[config.mk]
export PLATFORM = sky130hd
export DESIGN_NAME = game_stage_ctrl
export DESIGN_NICKNAME = d
export VERILOG_FILES = /design/src/rtl/game_stage_ctrl.sv
export SDC_FILE = /design/constraint.sdc
export NUM_CORES = 1
export LEC_CHECK = 0
export CORE_MARGIN = 8
export CORE_UTILIZATION = 58
export DETAILED_ROUTE_END_ITERATION = 12
export PLACE_DENSITY_LB_ADDON = 0.12
export SLEW_MARGIN = 20
export SYNTH_ARGS = -nofsm -noshare
export SYNTH_HDL_FRONTEND = slang
export SYNTH_SLANG_ARGS = --single-unit
export TNS_END_PERCENT = 10
[constraint.sdc]
create_clock -name Clk -period 4.2 [get_ports Clk]
set_clock_uncertainty 0.15 [all_clocks]
set_input_delay 0.84 -clock Clk [delete_from_list [all_inputs] [get_ports Clk]]
set_output_delay 0.84 -clock Clk [all_outputs]
set_load 0.1 [all_outputs]
[src/rtl/game_stage_ctrl.sv]
// game_stage_ctrl: stage FSM (start / battle / win / lose) and the player/NPC
// health counters for the fighter display path. All game updates are paced by
// frame_tick, a one-Clk pulse derived from the asynchronous frame_clk strobe.
// Optional build macro: PLAYER_INVULN_EN (player never loses health).
module game_stage_ctrl #(
    parameter int MAX_HEALTH      = 5,
    parameter int HIT_COOLDOWN    = 30,
    parameter int END_HOLD_FRAMES = 120
) (
    input  logic                  Clk,
    input  logic                  Reset_n,
    input  logic                  frame_clk,
    input  logic                  start_key,
    input  logic                  npc_hit,
    input  logic                  player_hit,
    output logic                  start_l,
    output logic                  battle_l,
    output logic                  win_l,
    output logic                  lose_l,
    output logic [MAX_HEALTH-1:0] player_health,
    output logic [MAX_HEALTH-1:0] npc_health
);
    localparam int HP_W   = $clog2(MAX_HEALTH + 1);
    localparam int CD_W   = $clog2(HIT_COOLDOWN + 1);
    localparam int HOLD_W = $clog2(END_HOLD_FRAMES + 1);

    localparam logic [HP_W-1:0]   HP_FULL   = HP_W'(MAX_HEALTH);
    localparam logic [CD_W-1:0]   CD_LOAD   = CD_W'(HIT_COOLDOWN);
    localparam logic [HOLD_W-1:0] HOLD_LOAD = HOLD_W'(END_HOLD_FRAMES);

    // One-hot encoding so the stage outputs come straight off the state flops.
    typedef enum logic [3:0] {
        ST_START  = 4'b1000,
        ST_BATTLE = 4'b0100,
        ST_WIN    = 4'b0010,
        ST_LOSE   = 4'b0001
    } stage_t;

    stage_t              state, state_n;
    logic [HP_W-1:0]     player_hp, player_hp_n, npc_hp, npc_hp_n;
    logic [CD_W-1:0]     player_cd, player_cd_n, npc_cd, npc_cd_n;
    logic [HOLD_W-1:0]   hold, hold_n;
    logic                player_flag, player_flag_n, npc_flag, npc_flag_n;
    logic [1:0]          rst_sync;
    logic                rst_int_n;
    logic [2:0]          frame_sync;
    logic                frame_tick;
    logic                key_q, key_q2;
    logic                key_edge;

    // Reset synchroniser: assertion is immediate, release lines up with Clk.
    always_ff @(posedge Clk or negedge Reset_n) begin
        if (!Reset_n) rst_sync <= '0;
        else          rst_sync <= {rst_sync[0], 1'b1};
    end
    assign rst_int_n = rst_sync[1];

    // frame_clk crosses domains through two flops; the third flop feeds the edge detect.
    always_ff @(posedge Clk or negedge rst_int_n) begin
        if (!rst_int_n) begin
            frame_sync <= '0;
            frame_tick <= 1'b0;
            key_q      <= 1'b0;
            key_q2     <= 1'b0;
        end else begin
            // NOTE: non-blocking assignments here so every flop samples the pre-edge values.
            frame_sync <= {frame_sync[1:0], frame_clk};
            frame_tick <= frame_sync[1] & ~frame_sync[2];
            key_q      <= start_key;
            key_q2     <= key_q;
        end
    end

    // A held key gives one event only.
    assign key_edge = key_q & ~key_q2;

    // State, health, cooldown, hold and sticky-hit registers.
    always_ff @(posedge Clk or negedge rst_int_n) begin
        if (!rst_int_n) begin
            state       <= ST_START;
            player_hp   <= HP_FULL;
            npc_hp      <= HP_FULL;
            player_cd   <= '0;
            npc_cd      <= '0;
            hold        <= '0;
            player_flag <= 1'b0;
            npc_flag    <= 1'b0;
        end else begin
            state       <= state_n;
            player_hp   <= player_hp_n;
            npc_hp      <= npc_hp_n;
            player_cd   <= player_cd_n;
            npc_cd      <= npc_cd_n;
            hold        <= hold_n;
            player_flag <= player_flag_n;
            npc_flag    <= npc_flag_n;
        end
    end

    // Next-state and counter update logic for the stage FSM.
    always_comb begin
        // NOTE: every signal gets a hold-value default first, so no path infers a latch.
        state_n       = state;
        player_hp_n   = player_hp;
        npc_hp_n      = npc_hp;
        player_cd_n   = player_cd;
        npc_cd_n      = npc_cd;
        hold_n        = hold;
        player_flag_n = player_flag;
        npc_flag_n    = npc_flag;

        case (state)
            ST_START: begin
                player_hp_n   = HP_FULL;
                npc_hp_n      = HP_FULL;
                player_cd_n   = '0;
                npc_cd_n      = '0;
                player_flag_n = 1'b0;
                npc_flag_n    = 1'b0;
                if (key_edge) state_n = ST_BATTLE;
            end

            ST_BATTLE: begin
                // Leave on the hp that the previous tick produced; player loses ties.
                if (player_hp == '0) begin
                    state_n = ST_LOSE;
                    hold_n  = HOLD_LOAD;
                end else if (npc_hp == '0) begin
                    state_n = ST_WIN;
                    hold_n  = HOLD_LOAD;
                end else if (frame_tick) begin
                    // Flags are consumed now; a hit landing on the tick belongs to the next frame.
                    npc_flag_n    = npc_hit;
                    player_flag_n = player_hit;

                    if (npc_cd != '0) begin
                        npc_cd_n = npc_cd - CD_W'(1);
                    end else if (npc_flag) begin
                        if (npc_hp != '0) npc_hp_n = npc_hp - HP_W'(1);
                        npc_cd_n = CD_LOAD;
                    end

`ifdef PLAYER_INVULN_EN
                    // Player hits are captured but never cost health.
                    player_cd_n = '0;
`else
                    if (player_cd != '0) begin
                        player_cd_n = player_cd - CD_W'(1);
                    end else if (player_flag) begin
                        if (player_hp != '0) player_hp_n = player_hp - HP_W'(1);
                        player_cd_n = CD_LOAD;
                    end
`endif
                end else begin
                    npc_flag_n    = npc_flag | npc_hit;
                    player_flag_n = player_flag | player_hit;
                end
            end

            ST_WIN, ST_LOSE: begin
                player_flag_n = 1'b0;
                npc_flag_n    = 1'b0;
                if (frame_tick && hold != '0) hold_n = hold - HOLD_W'(1);
                if (key_edge && hold == '0) begin
                    state_n     = ST_START;
                    player_hp_n = HP_FULL;
                    npc_hp_n    = HP_FULL;
                    player_cd_n = '0;
                    npc_cd_n    = '0;
                end
            end

            default: state_n = ST_START;
        endcase
    end

    assign {start_l, battle_l, win_l, lose_l} = state;

    // Thermometer masks for the health-bar segment generators.
    always_comb begin
        for (int i = 0; i < MAX_HEALTH; i++) begin
            player_health[i] = (int'(player_hp) > i);
            npc_health[i]    = (int'(npc_hp) > i);
        end
    end

endmodule

# Yosys cells after proc, flatten, opt, wreduce, memory -nomap -nowiden

Cells that the tools add are included.

Bits in registers: 37
Bits of input ports: 6
Output and inout bits: 14
Logic and storage cells: 120

$add $sub $neg: 5
Magnitude comparators: 10
Eq/ne operators: 19
Multiplexer cells: 45
Bitwise operators: 6
Reductions and logical operators: 22

Operators by type and width:

| operator                                                       | number |
|---|---|
| 2-to-1 mux 5 bit                                               | 11 |
| 2-to-1 mux 3 bit                                               | 13 |
| one-hot mux 5 bit (3 select lines)                             | 2 |
| inequality test 2 bit (second input constant)                  | 12 |
| 2-to-1 mux 7 bit                                               | 3 |
| one-hot mux 3 bit (3 select lines)                             | 2 |
| 2-to-1 mux 4 bit                                               | 4 |
| AND reduction 8 bit                                            | 2 |
| one-hot mux 7 bit (2 select lines)                             | 1 |
| greater-than comparator 3 x 1 -> 1 bit (second input constant) | 4 |
| greater-than comparator 3 x 2 -> 1 bit (second input constant) | 4 |
| one-hot mux 4 bit (3 select lines)                             | 1 |
| AND reduction 6 bit                                            | 2 |
| nonzero test 5 bit                                             | 2 |
| subtractor 5 x 1 -> 5 bit (second input constant)              | 2 |
| inequality test 3 bit (second input constant)                  | 3 |
| AND reduction 3 bit                                            | 3 |
| nonzero test 3 bit                                             | 3 |
| zero test 7 bit                                                | 1 |
| nonzero test 7 bit                                             | 1 |
| subtractor 7 x 1 -> 7 bit (second input constant)              | 1 |
| greater-than comparator 3 bit (second input constant)          | 2 |
| zero test 3 bit                                                | 2 |
| 2-to-1 mux 1 bit                                               | 6 |
| 13 further kinds                                               | 20 |

# Depth between registers and ports, before layout

Gate-level depths: netlist of run 1.

Depth in word-level cells: 8
Gate-level depth with buffers: 8

# Least setup slack after synthesis of run 1

Ideal clock, no wire load.

Path type: register -> output
Start point: register npc_hp[0]
End point: output port npc_health[2]
Data arrival time: 2.932 ns
Slack: 0.278 ns
Stages on the path, launching flop included: 4
Buffers on the path: 0
Path through: dfstp_2 > inv_1 > ha_1 > o21ai_0

Word-level cells in the longest chain between the ends: 1

Ends and longest elaborated chain:

| item                                   | line | text |
|---|---|---|
| start: declaration                     | 40   | `logic [HP_W-1:0] player_hp, player_hp_n, npc_hp, npc_hp_n;` |
| start signal: assignment               | 91   | `npc_hp <= npc_hp_n;` |
| greater-than comparator 3 x 2 -> 1 bit | 183  | `npc_health[i] = (int'(npc_hp) > i);` |
| end: declaration                       | 21   | `output logic [MAX_HEALTH-1:0] npc_health` |

No other way between the ends.

# Final worst setup path of run 1

Start point: register state[3]
End point: output port start_l

RTL lines:

| item                     | line | text |
|---|---|---|
| start: declaration       | 39   | `stage_t state, state_n;` |
| start signal: assignment | 89   | `state <= state_n;` |
| end: declaration         | 16   | `output logic start_l,` |

No word-level cell between the ends.

==> impl_metrics.json, run 1 <==
{
  "vias": 1729,
  "drtPass1Iterations": 4,
  "met3_wirelength_um": 220,
  "globalRoute.totalOverflow": 0,
  "placedInstanceArea_um2": 2390,
  "min_period_ns": 3.17,
  "crit_required_ns": 3.21,
  "syn_avg_cell_area_um2": 9.49,
  "place_congestion": 0.784,
  "via_count_of_the_first_global_routing_pass": 1632,
  "clkTransAtPathRegs_ns": 0.08,
  "synth.distinct_cells": 52,
  "postSynth.topFlopCell": "sky130_fd_sc_hd__dfrtp_1",
  "die_width_um": 77.4,
  "report.final.hold_viol_count": 0,
  "outcome": "finished, final reports clean",
  "stdcell_area_um2": 2510,
  "fp.dieH_um": 77.4,
  "maximum_buffer_depth_of_the_clock_tree": 2,
  "cts.sinks": 37,
  "synth.top_cell.area_share": 0.367,
  "design.portCount": 20,
  "postRouteAntennaNets": 0,
  "crit-reg2reg-launch": "state[1]",
  "tightest_slew_ns": 0.970,
  "ir_worst_vdd_mv": 0.256,
  "vias_per_cell": 5.78,
  "grt_first_pass_wirelength_um": 7360,
  "power-per-cell-area_nw_per_um2": 388,
  "wl_per_cell_um": 14.5,
  "critical_path.startpoint_type": "flop",
  "layout.cells.non_filler": 299,
  "highest_layer": "met4",
  "timing.critical_path.fanout_max": 13,
  "antennaDiodeCount": 0,
  "ctsHoldBuffers": 0,
  "cts_tree": "built",
  "regToRegSetupSlack_ns": 1.71,
  "post-synth-top-area-cell": "sky130_fd_sc_hd__dfrtp_1",
  "critPathSlowestCell": "sky130_fd_sc_hd__clkdlybuf4s50_1",
  "cts-htree-levels": 2,
  "path_class": "flop to primary output",
  "numCtsBuffers": 5,
  "cp-end-kind": "primary output",
  "leading_cell_type_in_the_layout_fill_and_taps_excluded": "sky130_fd_sc_hd__dfrtp_1",
  "asyncSetResetFlopFracSynth": 1.00,
  "cell_class_contributing_the_biggest_share_of_worst_path_delay": "buffers and inverters",
  "ys.warnings.count": 0,
  "effective_utilization_at_floorplan": 0.601,
  "coreArea_um2": 3630,
  "final_wirelength_um": 4330,
  "critPathBufInv": 1,
  "synthesis.area_um2": 2180,
  "ys_seq_area_frac": 0.427,
  "routed-wl-met2_um": 2030,
  "nNetsFinal": 270,
  "rsz_0062_raised_after_global_routing": "false",
  "cts_resized": 0,
  "synth.area.top_cells": "sky130_fd_sc_hd__dfrtp_1 37%, sky130_fd_sc_hd__ha_1 8.0%, sky130_fd_sc_hd__dfstp_2 6.0%, sky130_fd_sc_hd__o21ai_0 5.5%, sky130_fd_sc_hd__nor2_1 4.6%",
  "highest_count_cells_in_the_layout_ignoring_fill_and_taps": "32 x sky130_fd_sc_hd__dfrtp_1, 27 x sky130_fd_sc_hd__nor2_1, 24 x sky130_fd_sc_hd__o21ai_0, 15 x sky130_fd_sc_hd__inv_1, 15 x sky130_fd_sc_hd__nand2_1",
  "setup_violations": 0,
  "timing.critical_path.slowest_cell_delay_ns": 1.19,
  "insertion_delay_ns": 0.29,
  "power.static_leakage_nw": 1.08,
  "hold_class": "flop to async pin",
  "synth_seq_cells": 37,
  "slew_headroom": 0.351,
  "arr_time_crit_path_ns": 2.18,
  "detail_route.drc_violations": 0,
  "grt_antenna_before_repair": 0,
  "rows": 22,
  "period_share": 0.755,
  "drt_iter0_drc": 105,
  "fill_cells": 294,
  "finalCoreUtilization": 0.690,
  "slew_violations": 0,
  "syn_nets": 250,
  "maxCapViolations": 0,
  "final_layout_size_suffix_gt1_frac": 0.143,
  "place.port_buffers": 19,
  "grtUsageTotal": 0.149,
  "final.setup.tns_ns": 0,
  "synthToLayoutAreaGrowth_pct": 14.8,
  "placed_cells": 291,
  "ctsRootBufferMaster": "sky130_fd_sc_hd__clkbuf_8",
  "netlist_instances": 230,
  "place.detailed.hpwl_um": 3190,
  "design.die.area_um2": 5980,
  "fmax_mhz": 315,
  "drt-met1-wl_um": 2020,
  "cts_setup_buffers": 0,
  "ordered_cell_list_for_the_critical_path": "clkdlybuf4s50_1",
  "timing.rr.end": "npc_cd[1]",
  "pin_count_of_the_biggest_net_entering_global_routing": 22,
  "synth_edf_count": 0,
  "reg2reg_depth": 5
}
sequential cells by signal (all words and copies together), names as in the netlist:
signal and cells:
key_q 1, hold 7, frame_tick 1, player_flag 1, player_cd 5, key_q2 1, npc_hp 3, frame_sync 3
npc_flag 1, npc_cd 5, rst_sync 2, player_hp 3, state 4
metrics by stage:
| step | hold slack [ns] | power (W) | worst slack (ns) |
|---|---|---|---|
| after CTS | 0.121 | 0.000983 | 1.02 |
| final | 0.0938 | 0.000974 | 1.03 |
| after floorplan | 0.181 | 0.000606 | 0.278 |
| after detailed placement | 0.119 | 0.000657 | 1.35 |
| after global routing | 0.149 | 0.00102 | 0.965 |
| after global placement | 0.119 | 0.000655 | 1.37 |
Yosys cell counts, types with 2 or more instances:
master / instances
sky130_fd_sc_hd__o2bb2ai_2: 2
sky130_fd_sc_hd__nor4b_1: 3
sky130_fd_sc_hd__nor2_1: 27
sky130_fd_sc_hd__nor3_2: 2
sky130_fd_sc_hd__a22o_1: 2
sky130_fd_sc_hd__o21ai_0: 24
sky130_fd_sc_hd__o21a_1: 2
sky130_fd_sc_hd__inv_1: 15
sky130_fd_sc_hd__buf_2: 6
sky130_fd_sc_hd__and3_1: 3
sky130_fd_sc_hd__xnor2_1: 2
sky130_fd_sc_hd__a21oi_1: 12
sky130_fd_sc_hd__nor4b_4: 2
sky130_fd_sc_hd__dfrtp_1: 32
sky130_fd_sc_hd__nor2b_1: 5
sky130_fd_sc_hd__ha_1: 14
sky130_fd_sc_hd__nor3_1: 5
sky130_fd_sc_hd__a21boi_0: 2
sky130_fd_sc_hd__nand2b_1: 4
sky130_fd_sc_hd__nand2_1: 15
sky130_fd_sc_hd__nand3_1: 6
sky130_fd_sc_hd__dfstp_2: 5
sky130_fd_sc_hd__o211ai_1: 2
sky130_fd_sc_hd__or4b_4: 2
sky130_fd_sc_hd__mux2i_1: 2
sky130_fd_sc_hd__o31ai_1: 5
sky130_fd_sc_hd__o22ai_1: 2
sky130_fd_sc_hd__and2_1: 3
power by group:
group,leakage (nW),switching (W),internal [W],total [W]
sequential,0.466,0.0000395,0.000383,0.000423
combinational,0.553,0.000160,0.0000680,0.000228
clock,0.0574,0.000130,0.000193,0.000323
total,1.08,0.000329,0.000644,0.000974
final cells by class:
class,count,area [µm²],area share
Multi-Input combinational cell,170,1160,0.462
Clock buffer,6,82.6,0.0329
Tap cell,48,60.1,0.0240
Timing Repair Buffer,20,178,0.0709
Inverter,16,60.1,0.0240
Clock inverter,2,37.5,0.0150
Sequential cell,37,932,0.372
worst max path at each step:
stage | start | depth (start not counted) | endpoint
final | state[3] | 1 | start_l
after global routing | state[3] | 1 | start_l
after CTS | player_hp[2] | 3 | player_health[4]
after detailed placement | player_hp[2] | 3 | player_health[4]
after global placement | state[3] | 1 | start_l
after floorplan | npc_hp[0] | 3 | npc_health[2]
kinds of logic after synthesis:
family	after synthesis	synth area share
buffers and inverters	23	0.0430
AOI/OAI and AO/OA	64	0.194
and+or+nand+nor	85	0.226
xor gates and xnor gates	3	0.0120
DFF	37	0.427
adders and majority gates	14	0.0802
muxes	3	0.0160
other	1	0.00172
routing by layer:
layer | track usage | vias up
li1 | - | 856
met1 | 0.186 | 834
met2 | 0.230 | 34
met3 | 0.0495 | 5
met4 | 0.0623 | 0
met5 | 0 | -
Power figures use the tool's default switching activity.
==> run 2, diff against run 1 <==
CORE_UTILIZATION = 57   (was 58)
clock period = 3.1 ns   (was 4.2 ns; I/O delays follow)
==> impl_metrics.json, run 2 (synthesis results as in run 1) <==
{
  "critical_path.startpoint_type": "flop",
  "fill_cells": 311,
  "coreArea_um2": 3660,
  "synthToLayoutAreaGrowth_pct": 15.4,
  "max_ffs_per_register": 7,
  "cts_setup_buffers": 0,
  "place.port_buffers": 19,
  "ir_worst_vdd_mv": 0.364,
  "area_of_combinational_cells_with_multiple_inputs_um2": 1160,
  "ctsRootBufferMaster": "sky130_fd_sc_hd__clkbuf_8",
  "finalCoreUtilization": 0.688,
  "setup_violations": 0,
  "place.detailed.hpwl_um": 3280,
  "power.static_leakage_nw": 1.10,
  "slew_violations": 0,
  "drtPass1Iterations": 4,
  "rsz_0062_raised_after_global_routing": "false",
  "detail_route.drc_violations": 0,
  "cts_tree": "built",
  "arr_time_crit_path_ns": 1.93,
  "maxCapViolations": 0,
  "final_layout_size_suffix_gt1_frac": 0.171,
  "pin_count_of_the_biggest_net_entering_global_routing": 24,
  "grt_antenna_before_repair": 0,
  "grtUsageTotal": 0.163,
  "wl_per_cell_um": 15.2,
  "proportion_of_power_drawn_by_flip_flops_and_latches": 0.438,
  "grt_first_pass_wirelength_um": 8150,
  "crit_required_ns": 2.33,
  "dp_slack_ns": 0.723,
  "power-per-cell-area_nw_per_um2": 519,
  "path_class": "flop to primary output",
  "combinationalPowerShare": 0.237,
  "period_share": 0.869,
  "antennaDiodeCount": 0,
  "highest_count_cells_in_the_layout_ignoring_fill_and_taps": "32 x sky130_fd_sc_hd__dfrtp_1, 27 x sky130_fd_sc_hd__nor2_1, 23 x sky130_fd_sc_hd__o21ai_0, 15 x sky130_fd_sc_hd__inv_1, 15 x sky130_fd_sc_hd__nand2_1",
  "timing.critical_path.fanout_max": 8,
  "fmax_mhz": 371,
  "report.final.hold_viol_count": 0,
  "clkTransAtPathRegs_ns": 0.08,
  "globalRoute.totalOverflow": 0,
  "vias_per_cell": 5.86,
  "hold_class": "flop to async pin",
  "rows": 22,
  "place_congestion": 0.840,
  "fp.dieH_um": 77.9,
  "via_count_of_the_first_global_routing_pass": 1799,
  "postRouteAntennaNets": 0,
  "cts_resized": 0,
  "insertion_delay_ns": 0.30,
  "max_flop_register": "hold",
  "maximum_buffer_depth_of_the_clock_tree": 2,
  "final-seq-area_um2": 932,
  "setup_slack_ns": 0.405,
  "design.die.area_um2": 6070,
  "final_wirelength_um": 4560,
  "nNetsFinal": 271,
  "outcome": "finished, final reports clean",
  "p_sw_frac": 0.350,
  "cts.sinks": 37,
  "cp-end-kind": "primary output",
  "clkPwrFrac": 0.325,
  "numCtsBuffers": 5,
  "slew_headroom": 0.518,
  "reg_top3": "hold (7), npc_cd (5), player_cd (5)",
  "drt_iter0_drc": 222,
  "leading_cell_type_in_the_layout_fill_and_taps_excluded": "sky130_fd_sc_hd__dfrtp_1",
  "vias": 1758,
  "tightest_slew_ns": 0.722,
  "min_period_ns": 2.70,
  "p_int_w": 0.000850,
  "die_width_um": 77.9,
  "switching_power_w": 0.000458,
  "cts-htree-levels": 2,
  "design.portCount": 20,
  "effective_utilization_at_floorplan": 0.596,
  "ctsHoldBuffers": 0
}
run 2: cell types whose count changed in the layout (fill, tap and decap cells not counted), sizes merged:
cell | previous run | this run
buf | 9 | 16
clkbuf | 6 | 5
clkdlybuf4s50 | 11 | 5
clkinv | 1 | 2
run 2: per-layer routing:
| layer | GRT usage | vias to the layer above | share of wire |
|---|---|---|---|
| li1 | - | 857 | - |
| met1 | 0.206 | 859 | 0.47 |
| met2 | 0.254 | 36 | 0.47 |
| met3 | 0.0461 | 6 | 0.043 |
| met4 | 0.0685 | 0 | 0.011 |
| met5 | 0 | - | 0 |
run 2: area by class of cell:
| type | instances | area share |
|---|---|---|
| Clock buffer | 5 | 0.0273 |
| Clock inverter | 3 | 0.0184 |
| Inverter | 16 | 0.0238 |
| Multi-Input combinational cell | 170 | 0.459 |
| Sequential cell | 37 | 0.370 |
| Tap cell | 48 | 0.0238 |
| Timing Repair Buffer | 21 | 0.0775 |
run 2: worst max-delay path, stage by stage, from the launching register on:
cell and delay (ns):
sky130_fd_sc_hd__dfrtp_1 0.44, sky130_fd_sc_hd__inv_1 0.16, sky130_fd_sc_hd__ha_1 0.16, sky130_fd_sc_hd__nor2b_1 0.26, sky130_fd_sc_hd__clkinv_1 0.34, sky130_fd_sc_hd__buf_12 0.27
run 2: final timing paths:
kind	depth (start not counted)	startpoint	slack, ns	to
min reg2reg	0	rst_sync[1]	0.05	frame_sync[2]
min	0	rst_sync[1]	0.05	frame_sync[2]
max reg2reg	8	player_hp[1]	0.66	npc_cd[0]
max in group asynchronous	1	rst_sync[1]	2.03	state[3]
max	5	player_hp[1]	0.40	player_health[0]
min in group Clk	0	frame_sync[0]	0.21	frame_sync[1]
run 2: power groups by stage:
stage,combinational [W],sequential [W],clock [W]
2_1_floorplan,0.000231,0.000590,0
3_3_place_gp,0.000307,0.000581,0
3_5_place_dp,0.000309,0.000582,0
4_1_cts,0.000311,0.000573,0.000433
5_1_grt,0.000330,0.000579,0.000455
6_report,0.000310,0.000573,0.000425
run 2: metrics by stage:
step / TNS (ns) / cells / power, W / instance area (µm²) / hold slack [ns]
final: 0 / 300 / 0.00131 / 2520 / 0.0458
after global routing: 0 / 300 / 0.00136 / 2520 / 0.103
after CTS: 0 / 300 / 0.00132 / 2520 / 0.0633
after detailed placement: 0 / 292 / 0.000891 / 2400 / 0.0577
after global placement: 0 / 292 / 0.000887 / 2400 / 0.0584
after floorplan: -2.63 / 230 / 0.000821 / 2180 / 0.174
==> run 3, diff against run 2 <==
CORE_MARGIN = 5   (was 8)
==> impl_metrics.json, run 3 (synthesis results as in run 1) <==
{
  "grtUsageTotal": 0.189,
  "slew_headroom": 0.544,
  "layout.cells.non_filler": 300,
  "insertion_delay_ns": 0.30,
  "p_sw_frac": 0.328,
  "drt_iter0_drc": 135,
  "fp.dieH_um": 71.9,
  "rows": 22,
  "crit_required_ns": 2.33,
  "die_width_um": 71.9,
  "final.setup.tns_ns": 0,
  "numCtsBuffers": 5,
  "effective_utilization_at_floorplan": 0.592,
  "grt_antenna_before_repair": 0,
  "stdcell_area_um2": 2540,
  "report.final.hold_viol_count": 0,
  "ctsHoldBuffers": 0,
  "critical_path.startpoint_type": "flop",
  "rsz_0062_raised_after_global_routing": "false",
  "coreArea_um2": 3690,
  "vias": 1751,
  "cell_class_contributing_the_biggest_share_of_worst_path_delay": "buffers and inverters",
  "placed_cells": 292,
  "pin_count_of_the_biggest_net_entering_global_routing": 23,
  "timing.critical_path.slowest_cell_delay_ns": 0.43,
  "reg_top3": "hold (7), npc_cd (5), player_cd (5)",
  "cp-end-kind": "primary output",
  "cts_setup_buffers": 0,
  "maximum_buffer_depth_of_the_clock_tree": 2,
  "clkTransAtPathRegs_ns": 0.08,
  "max_flop_register": "hold",
  "cts_tree": "built",
  "regToRegSetupSlack_ns": 0.70,
  "proportion_of_power_drawn_by_flip_flops_and_latches": 0.413,
  "p_int_w": 0.000934,
  "synthToLayoutAreaGrowth_pct": 16.4,
  "highest_count_cells_in_the_layout_ignoring_fill_and_taps": "32 x sky130_fd_sc_hd__dfrtp_1, 27 x sky130_fd_sc_hd__nor2_1, 23 x sky130_fd_sc_hd__o21ai_0, 15 x sky130_fd_sc_hd__inv_1, 15 x sky130_fd_sc_hd__nand2_1",
  "placedInstanceArea_um2": 2400,
  "period_share": 0.862,
  "power-per-cell-area_nw_per_um2": 547,
  "clkPwrFrac": 0.365,
  "switching_power_w": 0.000456,
  "drtPass1Iterations": 4,
  "leading_cell_type_in_the_layout_fill_and_taps_excluded": "sky130_fd_sc_hd__dfrtp_1",
  "maxCapViolations": 0,
  "wl_per_cell_um": 14.9,
  "crit-reg2reg-launch": "player_hp[1]",
  "final_layout_size_suffix_gt1_frac": 0.171,
  "power.static_leakage_nw": 1.11,
  "combinationalPowerShare": 0.222,
  "arr_time_crit_path_ns": 1.90,
  "tightest_slew_ns": 0.682,
  "cts-htree-levels": 2,
  "outcome": "finished, final reports clean",
  "nNetsFinal": 271,
  "postRouteAntennaNets": 0,
  "detail_route.drc_violations": 0,
  "globalRoute.totalOverflow": 0,
  "final-seq-area_um2": 932,
  "critPathSlowestCell": "sky130_fd_sc_hd__dfrtp_1",
  "final_wirelength_um": 4460,
  "antennaDiodeCount": 0,
  "cts.sinks": 37,
  "critical_path_origin": "player_hp[1]",
  "timing.critical_path.fanout_max": 8,
  "hold_class": "flop to async pin",
  "ir_worst_vdd_mv": 0.394,
  "critPathBufInv": 3,
  "cts_resized": 0,
  "place_congestion": 0.851,
  "grt_first_pass_wirelength_um": 7690,
  "total_power_w": 0.00139,
  "path_class": "flop to primary output",
  "ordered_cell_list_for_the_critical_path": "inv_1, ha_1, nor2b_1, clkinv_1, buf_12",
  "setup_violations": 0,
  "area_of_combinational_cells_with_multiple_inputs_um2": 1160,
  "place.detailed.hpwl_um": 3200,
  "vias_per_cell": 5.84,
  "max_ffs_per_register": 7,
  "via_count_of_the_first_global_routing_pass": 1645,
  "ctsRootBufferMaster": "sky130_fd_sc_hd__clkbuf_8",
  "fill_cells": 313,
  "design.portCount": 20,
  "slew_violations": 0,
  "min_period_ns": 2.67,
  "worst_hold_margin_ns": 0.0724,
  "fmax_mhz": 374,
  "design.die.area_um2": 5170,
  "place.port_buffers": 19
}
run 3: cell types whose count changed in the layout (fill, tap and decap cells not counted):
cell                         previous run  this run
sky130_fd_sc_hd__clkinvlp_4             1         0
sky130_fd_sc_hd__clkinv_4               1         0
sky130_fd_sc_hd__inv_6                  0         1
sky130_fd_sc_hd__bufinv_16              1         2
run 3: power by group through the flow:
stage / Clock (W) / Combinational [W] / Sequential, W
5_1_grt: 0.000538 / 0.000333 / 0.000581
6_report: 0.000507 / 0.000309 / 0.000574
3_3_place_gp: 0 / 0.000306 / 0.000581
4_1_cts: 0.000516 / 0.000310 / 0.000573
3_5_place_dp: 0 / 0.000309 / 0.000582
2_1_floorplan: 0 / 0.000231 / 0.000590
run 3: worst register-to-register path, cell delays in order (launching register included):
cell                        delay [ns]
sky130_fd_sc_hd__dfrtp_1          0.43
sky130_fd_sc_hd__inv_1            0.16
sky130_fd_sc_hd__ha_1             0.16
sky130_fd_sc_hd__nor2b_1          0.25
sky130_fd_sc_hd__clkinv_1         0.34
sky130_fd_sc_hd__nand4_2          0.32
sky130_fd_sc_hd__o2bb2ai_2        0.25
sky130_fd_sc_hd__a21oi_1          0.10
sky130_fd_sc_hd__o22ai_1          0.16
run 3: metrics by stage:
| step | utilization | setup WS, ns |
|---|---|---|
| floorplan | - | -0.589 |
| CTS | 0.689 | 0.416 |
| global route | 0.689 | 0.304 |
| finish | 0.689 | 0.426 |
| global placement | 0.652 | 0.706 |
| detailed placement | 0.652 | 0.723 |
run 3: final timing paths:
path	endpoint	cells past startpoint
min in group Clk	rst_sync[1]	0
setup reg to reg	npc_cd[0]	8
hold / removal	frame_sync[2]	0
setup / recovery	player_health[0]	5
max in group asynchronous	player_hp[2]	1
hold reg to reg	frame_sync[2]	0
run 3: layer usage:
metal | routed length, µm | GRT usage | up-vias | part of all wire
met4 | 59 | 0.0564 | 0 | 0.013
met2 | 2050 | 0.294 | 40 | 0.46
li1 | - | - | 861 | -
met5 | 0 | 0 | - | 0
met1 | 2090 | 0.262 | 843 | 0.47
met3 | 252 | 0.0457 | 7 | 0.057
run 3: final cells by class:
class	instances	area share
clock inverters	3	0.0271
well taps	48	0.0236
repair buffers	21	0.0768
inverters	16	0.0236
flip-flops and latches	37	0.367
clock buffers	5	0.0271
multi-input cells	170	0.455
